`src/rtl/mainfsm.sv`:
```
// rtl/mainfsm.sv - main control FSM for the multicycle ARM core
// Moore machine: every control output is decoded from the registered state only.
module mainfsm (
    input  logic       clk,
    input  logic       reset,
    input  logic [1:0] Op,
    input  logic [5:0] Funct,
    output logic       IRWrite,
    output logic       NextPC,
    output logic       RegW,
    output logic       MemW,
    output logic       Branch,
    output logic       AdrSrc,
    output logic [1:0] ALUSrcA,
    output logic [1:0] ALUSrcB,
    output logic       ALUOp,
    output logic [1:0] ResultSrc,
    output logic       InstrDone,
    output logic       Illegal
);

    typedef enum logic [3:0] {
        S_FETCH    = 4'd0,
        S_DECODE   = 4'd1,
        S_MEMADR   = 4'd2,
        S_MEMRD    = 4'd3,
        S_MEMWB    = 4'd4,
        S_MEMWR    = 4'd5,
        S_EXECUTER = 4'd6,
        S_EXECUTEI = 4'd7,
        S_ALUWB    = 4'd8,
        S_BRANCH   = 4'd9,
        S_UNKNOWN  = 4'd10
    } state_t;

    state_t r_state;
    state_t w_next;

    logic w_unused;
    assign w_unused = &{1'b0, Funct[4:1]};

    always_ff @(posedge clk) begin
        if (!reset) begin
            r_state <= S_FETCH;
        end else begin
            r_state <= w_next;
        end
    end

    always_comb begin
        w_next = S_FETCH;
        case (r_state)
            S_FETCH:    w_next = S_DECODE;
            S_DECODE: begin
                case (Op)
                    2'b00:   w_next = Funct[5] ? S_EXECUTEI : S_EXECUTER;
                    2'b01:   w_next = S_MEMADR;
                    2'b10:   w_next = S_BRANCH;
                    default: w_next = S_UNKNOWN;
                endcase
            end
            S_MEMADR:   w_next = Funct[0] ? S_MEMRD : S_MEMWR;
            S_MEMRD:    w_next = S_MEMWB;
            S_EXECUTER: w_next = S_ALUWB;
            S_EXECUTEI: w_next = S_ALUWB;
            S_MEMWB:    w_next = S_FETCH;
            S_MEMWR:    w_next = S_FETCH;
            S_ALUWB:    w_next = S_FETCH;
            S_BRANCH:   w_next = S_FETCH;
            // Only reset leaves UNKNOWN; codes 11-15 fall to FETCH via the default.
            S_UNKNOWN:  w_next = S_UNKNOWN;
            default:    w_next = S_FETCH;
        endcase
    end

    always_comb begin
        IRWrite   = 1'b0;
        NextPC    = 1'b0;
        RegW      = 1'b0;
        MemW      = 1'b0;
        Branch    = 1'b0;
        AdrSrc    = 1'b0;
        ALUSrcA   = 2'b00;
        ALUSrcB   = 2'b00;
        ALUOp     = 1'b0;
        ResultSrc = 2'b00;
        InstrDone = 1'b0;
        Illegal   = 1'b0;
        case (r_state)
            S_FETCH: begin
                IRWrite   = 1'b1;
                NextPC    = 1'b1;
                ALUSrcA   = 2'b01;
                ALUSrcB   = 2'b10;
                ResultSrc = 2'b10;
            end
            S_DECODE: begin
                ALUSrcA   = 2'b01;
                ALUSrcB   = 2'b10;
                ResultSrc = 2'b10;
            end
            S_MEMADR: begin
                ALUSrcB = 2'b01;
            end
            S_MEMRD: begin
                AdrSrc = 1'b1;
            end
            S_MEMWB: begin
                RegW      = 1'b1;
                ResultSrc = 2'b01;
                InstrDone = 1'b1;
            end
            S_MEMWR: begin
                MemW      = 1'b1;
                AdrSrc    = 1'b1;
                InstrDone = 1'b1;
            end
            S_EXECUTER: begin
                ALUOp = 1'b1;
            end
            S_EXECUTEI: begin
                ALUSrcB = 2'b01;
                ALUOp   = 1'b1;
            end
            S_ALUWB: begin
                RegW      = 1'b1;
                InstrDone = 1'b1;
            end
            S_BRANCH: begin
                Branch    = 1'b1;
                ALUSrcB   = 2'b01;
                ResultSrc = 2'b10;
                InstrDone = 1'b1;
            end
            S_UNKNOWN: begin
                Illegal = 1'b1;
            end
            default: begin
                Illegal = 1'b0;
            end
        endcase
    end

endmodule

```
`config.mk`:
```
export PLATFORM = sky130hd
export DESIGN_NAME = mainfsm
export DESIGN_NICKNAME = d
export VERILOG_FILES = /design/src/rtl/mainfsm.sv
export SDC_FILE = /design/constraint.sdc
export NUM_CORES = 1
export LEC_CHECK = 0
export ABC_AREA = 1
export CAP_MARGIN = 0
export CORE_AREA = 4 4 41 43
export CTS_CLUSTER_SIZE = 28
export DETAILED_ROUTE_END_ITERATION = 8
export DIE_AREA = 0 0 45 47
export GPL_TIMING_DRIVEN = 0
export HOLD_SLACK_MARGIN = 0.06
export PLACE_DENSITY_LB_ADDON = 0.1
export SLEW_MARGIN = 10
export SYNTH_ARGS = -nofsm -noshare
export SYNTH_HDL_FRONTEND = slang
export SYNTH_SLANG_ARGS = --single-unit
```
`constraint.sdc`:
```
create_clock -name clk -period 1.3 [get_ports clk]
set_input_delay 0.26 -clock clk [delete_from_list [all_inputs] [get_ports clk]]
set_output_delay 0.26 -clock clk [all_outputs]
set_load 0.05 [all_outputs]
```
======== Yosys cells after proc, flatten, opt, wreduce, memory -nomap -nowiden ========
Cells that the tools add are included.
operators by class
  multiplexer cells ....................... 15
  equality and inequality tests ........... 12
  reduce and logical (&&, ||, !) cells .... 9
operators by type and width
  kind                count
  $pmux 4 s6          1
  $eq 4x3->1 const B  4
  $eq 4x4->1 const B  3
  $pmux 4 s3          1
  $mux 1              10
  $eq 4x2->1 const B  2
  $pmux 2 s2          2
  $reduce_or 2->1     4
  $reduce_or 3->1     2
  $eq 4x1->1 const B  1
  $logic_not 4->1     1
  $reduce_or 4->1     1
  $mux 3              1
  $eq 2x1->1 const B  1
  $eq 2x2->1 const B  1
  $logic_not 2->1     1
word-level totals
  bits of input ports ..................... 10
  bits in registers ....................... 4
  output and inout bits ................... 15

======== Depth between registers and ports, before layout ========
  word-level depth ........................ 3
  gate-level depth with buffers ........... 7
  gate-level depth less buffers ........... 6

======== Worst setup path after synthesis ========
Ideal clock, no wire load.
  path type ............................... register to output
  start point ............................. register r_state[1]
  end point ............................... output port AdrSrc
  setup slack ............................. -699 ps
  stages on the path, launching flop included .. 6
  path buffers ............................ 1
  data required time ...................... 1040 ps
  arrival ................................. 1739 ps
  cell sequence ........................... dfxtp_1 > buf_6 > inv_2 > nand2_1 > nor2_1 > a31o_1
between the ends
  longest elaborated chain between the ends .. 3
  elaborated cells on any way between the ends .. 4
  those cells by class .................... eq/ne: 2; mux: 1; reduce/logical: 1
RTL lines
  element                                   RTL line  text
  start, declared                           36        state_t r_state;
  start signal, assigned                    46        r_state <= w_next;
  $eq 4x3->1 or $eq 4x2->1 (tied branches)  89        case (r_state)
  $reduce_or 2->1 (no line) *               --
  $mux 1 *                                  89
  end, declared                             13        output logic AdrSrc,
Every way passes the cells marked *; elsewhere a longest branch is shown, timed or not.

======== Worst setup path in the final report ========
Same ends and word-level chain as after synthesis.

==> key figures <==
Route
  – Antenna-violating nets left: 0
  – Remaining DRCs: 0
  – Uppermost layer routed: met4
  – TritonRoute pass-1 iters: 3
  – WL per Instance: around 10 microns
  – Metal2 WL: about 520 microns
  – Wl on met1: between 400 and 500 microns
  – DR vias/cell: between 4 and 5
  – Via count: ~450
  – Starting DRT DRC Count: 5
  – Final wirelength: around 1000 microns
  – Routed length on met3: approximately 71 microns

Cells and area
  – Biggest regs: r_state: 4 flops
  – Largest register FFs: 4
  – Most flops, register: r_state
  – Util after Layout: 60.6%
  – Inserted Diodes: 0
  – Area delta synth->final: 126%
  – Fraction of layout cells with a size suffix above 1: 63.6%
  – Post-layout nets: 100

Pwr
  – Max VDD drop: 0.000506 V
  – Final Power: between 0.8 and 0.9 mW
  – Leakage: between 0.3 and 0.4 nW
  – Pwr dens: 1140 nW/um^2

Worst hold path
  – Hold crit path type: register to register
  – WHS Path Cells: 3
  – Hold Path End: r_state[0]
  – Hold path startpoint: r_state[3]

Logic synthesis
  – Largest area contributor in the netlist: dfxtp_1
  – Top cell type's share of synthesized area: 22.9%
  – Synth area leaders: dfxtp_1 (23%), nand2_1 (15%), nor2_1 (14%)
  – Cells after Synth: 62
  – Register area share after synthesis: 22.9%
  – Area of the mapped netlist: 349 sq um
  – Per-instance average area after synthesis: about 5.6 sq um
  – Flops & latches, synth: 4
  – Ys Warns: 0
  – Distinct cell type count after synthesis: 15
  – Synthesized net count: just over 70

Timing
  – Fin. Hold Viols: 0
  – F_max: just under 700 MHz
  – Final Setup Violations: 14
  – Max Slew Vio Count: 0
  – Final WS setup: -0.141 ns
  – RSZ-0062 raised after global routing: true
  – Clk_skew: roughly 0.0003 ns
  – Tmin final: roughly 1.4 ns
  – Final worst-path cycle share: 111%

GRT
  – Overall Global Routing Usage: between 10% and 20%
  – Overflow after GRT: 0
  – Global-route wire length before repair: 1590 microns
  – Initial antenna violation count: 0
  – Vias in the first global route: 412
  – Largest net degree at the start of global routing: 7

Clocking
  – Clock buffer depth: 2
  – Clock sinks: 4
  – CTS root buf: clkbuf_4
  – H-tree Lvls: 1
  – Total CTS buffers: 3
  – TritonCTS clock tree: done
  – Reg clk slew, reported paths: about 0.040 ns
  – Number of hold buffers added after cts: 0
  – Worst-Skew Late Latency: roughly 0.23 ns

Outcome
  – Violated checks: negative setup slack
  – Status: finished with violations

Critical path
  – Reg2Reg Depth: 7
  – R2R setup slack: between 0.2 and 0.25 ns
  – Buffers & Inverters on Critical Path: 3
  – WP data arrival: ~1.2 ns
  – Worst Setup Start Kind: register
  – Critical path type: register to primary output
  – Cell family contributing the most delay on the critical path: buffers and inverters
  – Crit path cell chain: buf_6 -> inv_8 -> nand2_4 -> nor2_4 -> a31o_4 -> buf_8
  – RR Startpoint: r_state[1]
  – Worst Path Max Fanout: 4
  – CP max-delay cell: dfxtp_2
  – Crit. Startpoint: r_state[1]
  – Largest stage delay, worst path: between 0.3 and 0.4 ns
  – Nature of the critical path endpoint: primary output
  – Critical path required time: roughly 1.0 ns
  – FF-to-FF End: r_state[1]

Floorplanning
  – Starting Density: 26.8%
  – Num ports: 25
  – Die width: ~45 microns
  – Rows: 13
  – Die area: around 2100 sq um
  – Core footprint: approximately 1300 sq um
  – Die height: around 47 microns

Place
  – Post-DP HPWL: roughly 770 microns
  – Placer Congestion: 0.731
  – I/O Buffers: 19

Run
  – Total of max-cap violations: 0
==> routing by layer <==
| layer | vias up | GRT usage, % |
|---|---|---|
| li1 | 239 | - |
| met1 | 193 | 11.3 |
| met2 | 14 | 18.6 |
| met3 | 2 | 1.15 |
| met4 | 0 | 7.02 |
| met5 | - | 0 |
==> metrics by stage <==
stage                     hold WS [ns]  setup TNS [ns]  setup WS (ns)  cell area, sq um  instances
after global placement           0.620           -7.91         -0.654               616         96
after global routing             0.638           -1.79         -0.171               788        103
final                            0.605           -1.20         -0.141               788        103
after CTS                        0.612           -1.18         -0.121               742        102
after floorplan                  0.422          -0.460        -0.0914               407         62
after detailed placement         0.618           -7.91         -0.648               616         96
==> worst register-to-register path: stages (launching register included) <==
cell	delay [ns]
dfxtp_2	0.30
buf_6	0.13
inv_8	0.07
nand2_4	0.06
buf_4	0.13
nor2_2	0.11
nand2_1	0.06
a21oi_1	0.13
==> power by group <==
group          leakage, nW  internal (mW)  total (mW)  switching, mW
Clock               0.0138          0.103       0.152         0.0493
Sequential          0.0353          0.136       0.163         0.0263
Combinational        0.330          0.239       0.581          0.342
Total                0.379          0.478       0.896          0.418
==> Yosys cell counts <==
| cell type | instances |
|---|---|
| nor2_1 | 13 |
| or2_2 | 1 |
| o211ai_1 | 2 |
| dfxtp_1 | 4 |
| nor2_2 | 3 |
| nand3_1 | 2 |
| nand2_1 | 14 |
| o21ai_0 | 1 |
| buf_4 | 3 |
| conb_1 | 1 |
| inv_1 | 9 |
| a31o_1 | 1 |
| buf_6 | 1 |
| inv_2 | 2 |
| a21oi_1 | 5 |
==> worst max-delay path by stage <==
| stage | slack, ns | cells after the start | end |
|---|---|---|---|
| finish | -0.14 | 6 | AdrSrc |
| global route | -0.17 | 6 | AdrSrc |
| CTS | -0.12 | 5 | ALUSrcB[0] |
| detailed placement | -0.65 | 5 | ALUSrcB[1] |
| global placement | -0.65 | 5 | ALUSrcB[1] |
| floorplan | -0.09 | 4 | ALUSrcB[1] |
==> layout by cell type, fill, tap and decap left out, types with 2 or more instances in the layout <==
master           count
nand2_4              4
clkbuf_4             3
inv_1                5
buf_6               11
buf_8                5
a21oi_2              2
nor2_2               3
nor2_1               6
nor2_4               7
clkdlybuf4s50_1      5
dfxtp_4              3
a21oi_1              3
inv_2                3
buf_4                6
o211ai_1             2
nand2_1              9
==> what timing repair did <==
| item | CTS | global route |
|---|---|---|
| endpoints found under the setup margin | 14 | 14 |
| pin swaps | 1 | 5 |
| buffers inserted | 3 | 1 |
| resized for setup | 123 | 12 |
| hold endpoints to repair | 0 | 0 |
==> cell families (layout without fill, tap and decap cells) <==
| family | count (synthesis) | after routing | synth area share [%] |
|---|---|---|---|
| flops | 4 | 4 | 22.9 |
| simple gates | 33 | 33 | 39.1 |
| compound gates | 9 | 9 | 15.4 |
| other cells | 1 | 1 | 1.07 |
| buf+inv | 15 | 41 | 21.5 |
==> cell type report <==
| type | count | area (sq um) |
|---|---|---|
| fillers | 134 | 513 |
| multi-input cells | 43 | 304 |
| repair buffers | 23 | 253 |
| flip-flops and latches | 4 | 92.6 |
| inverters | 11 | 56.3 |
| plain buffers | 4 | 41.3 |
| clock buffers | 3 | 22.5 |
| well taps | 15 | 18.8 |
No activity file was read; power rests on OpenSTA's default activity.
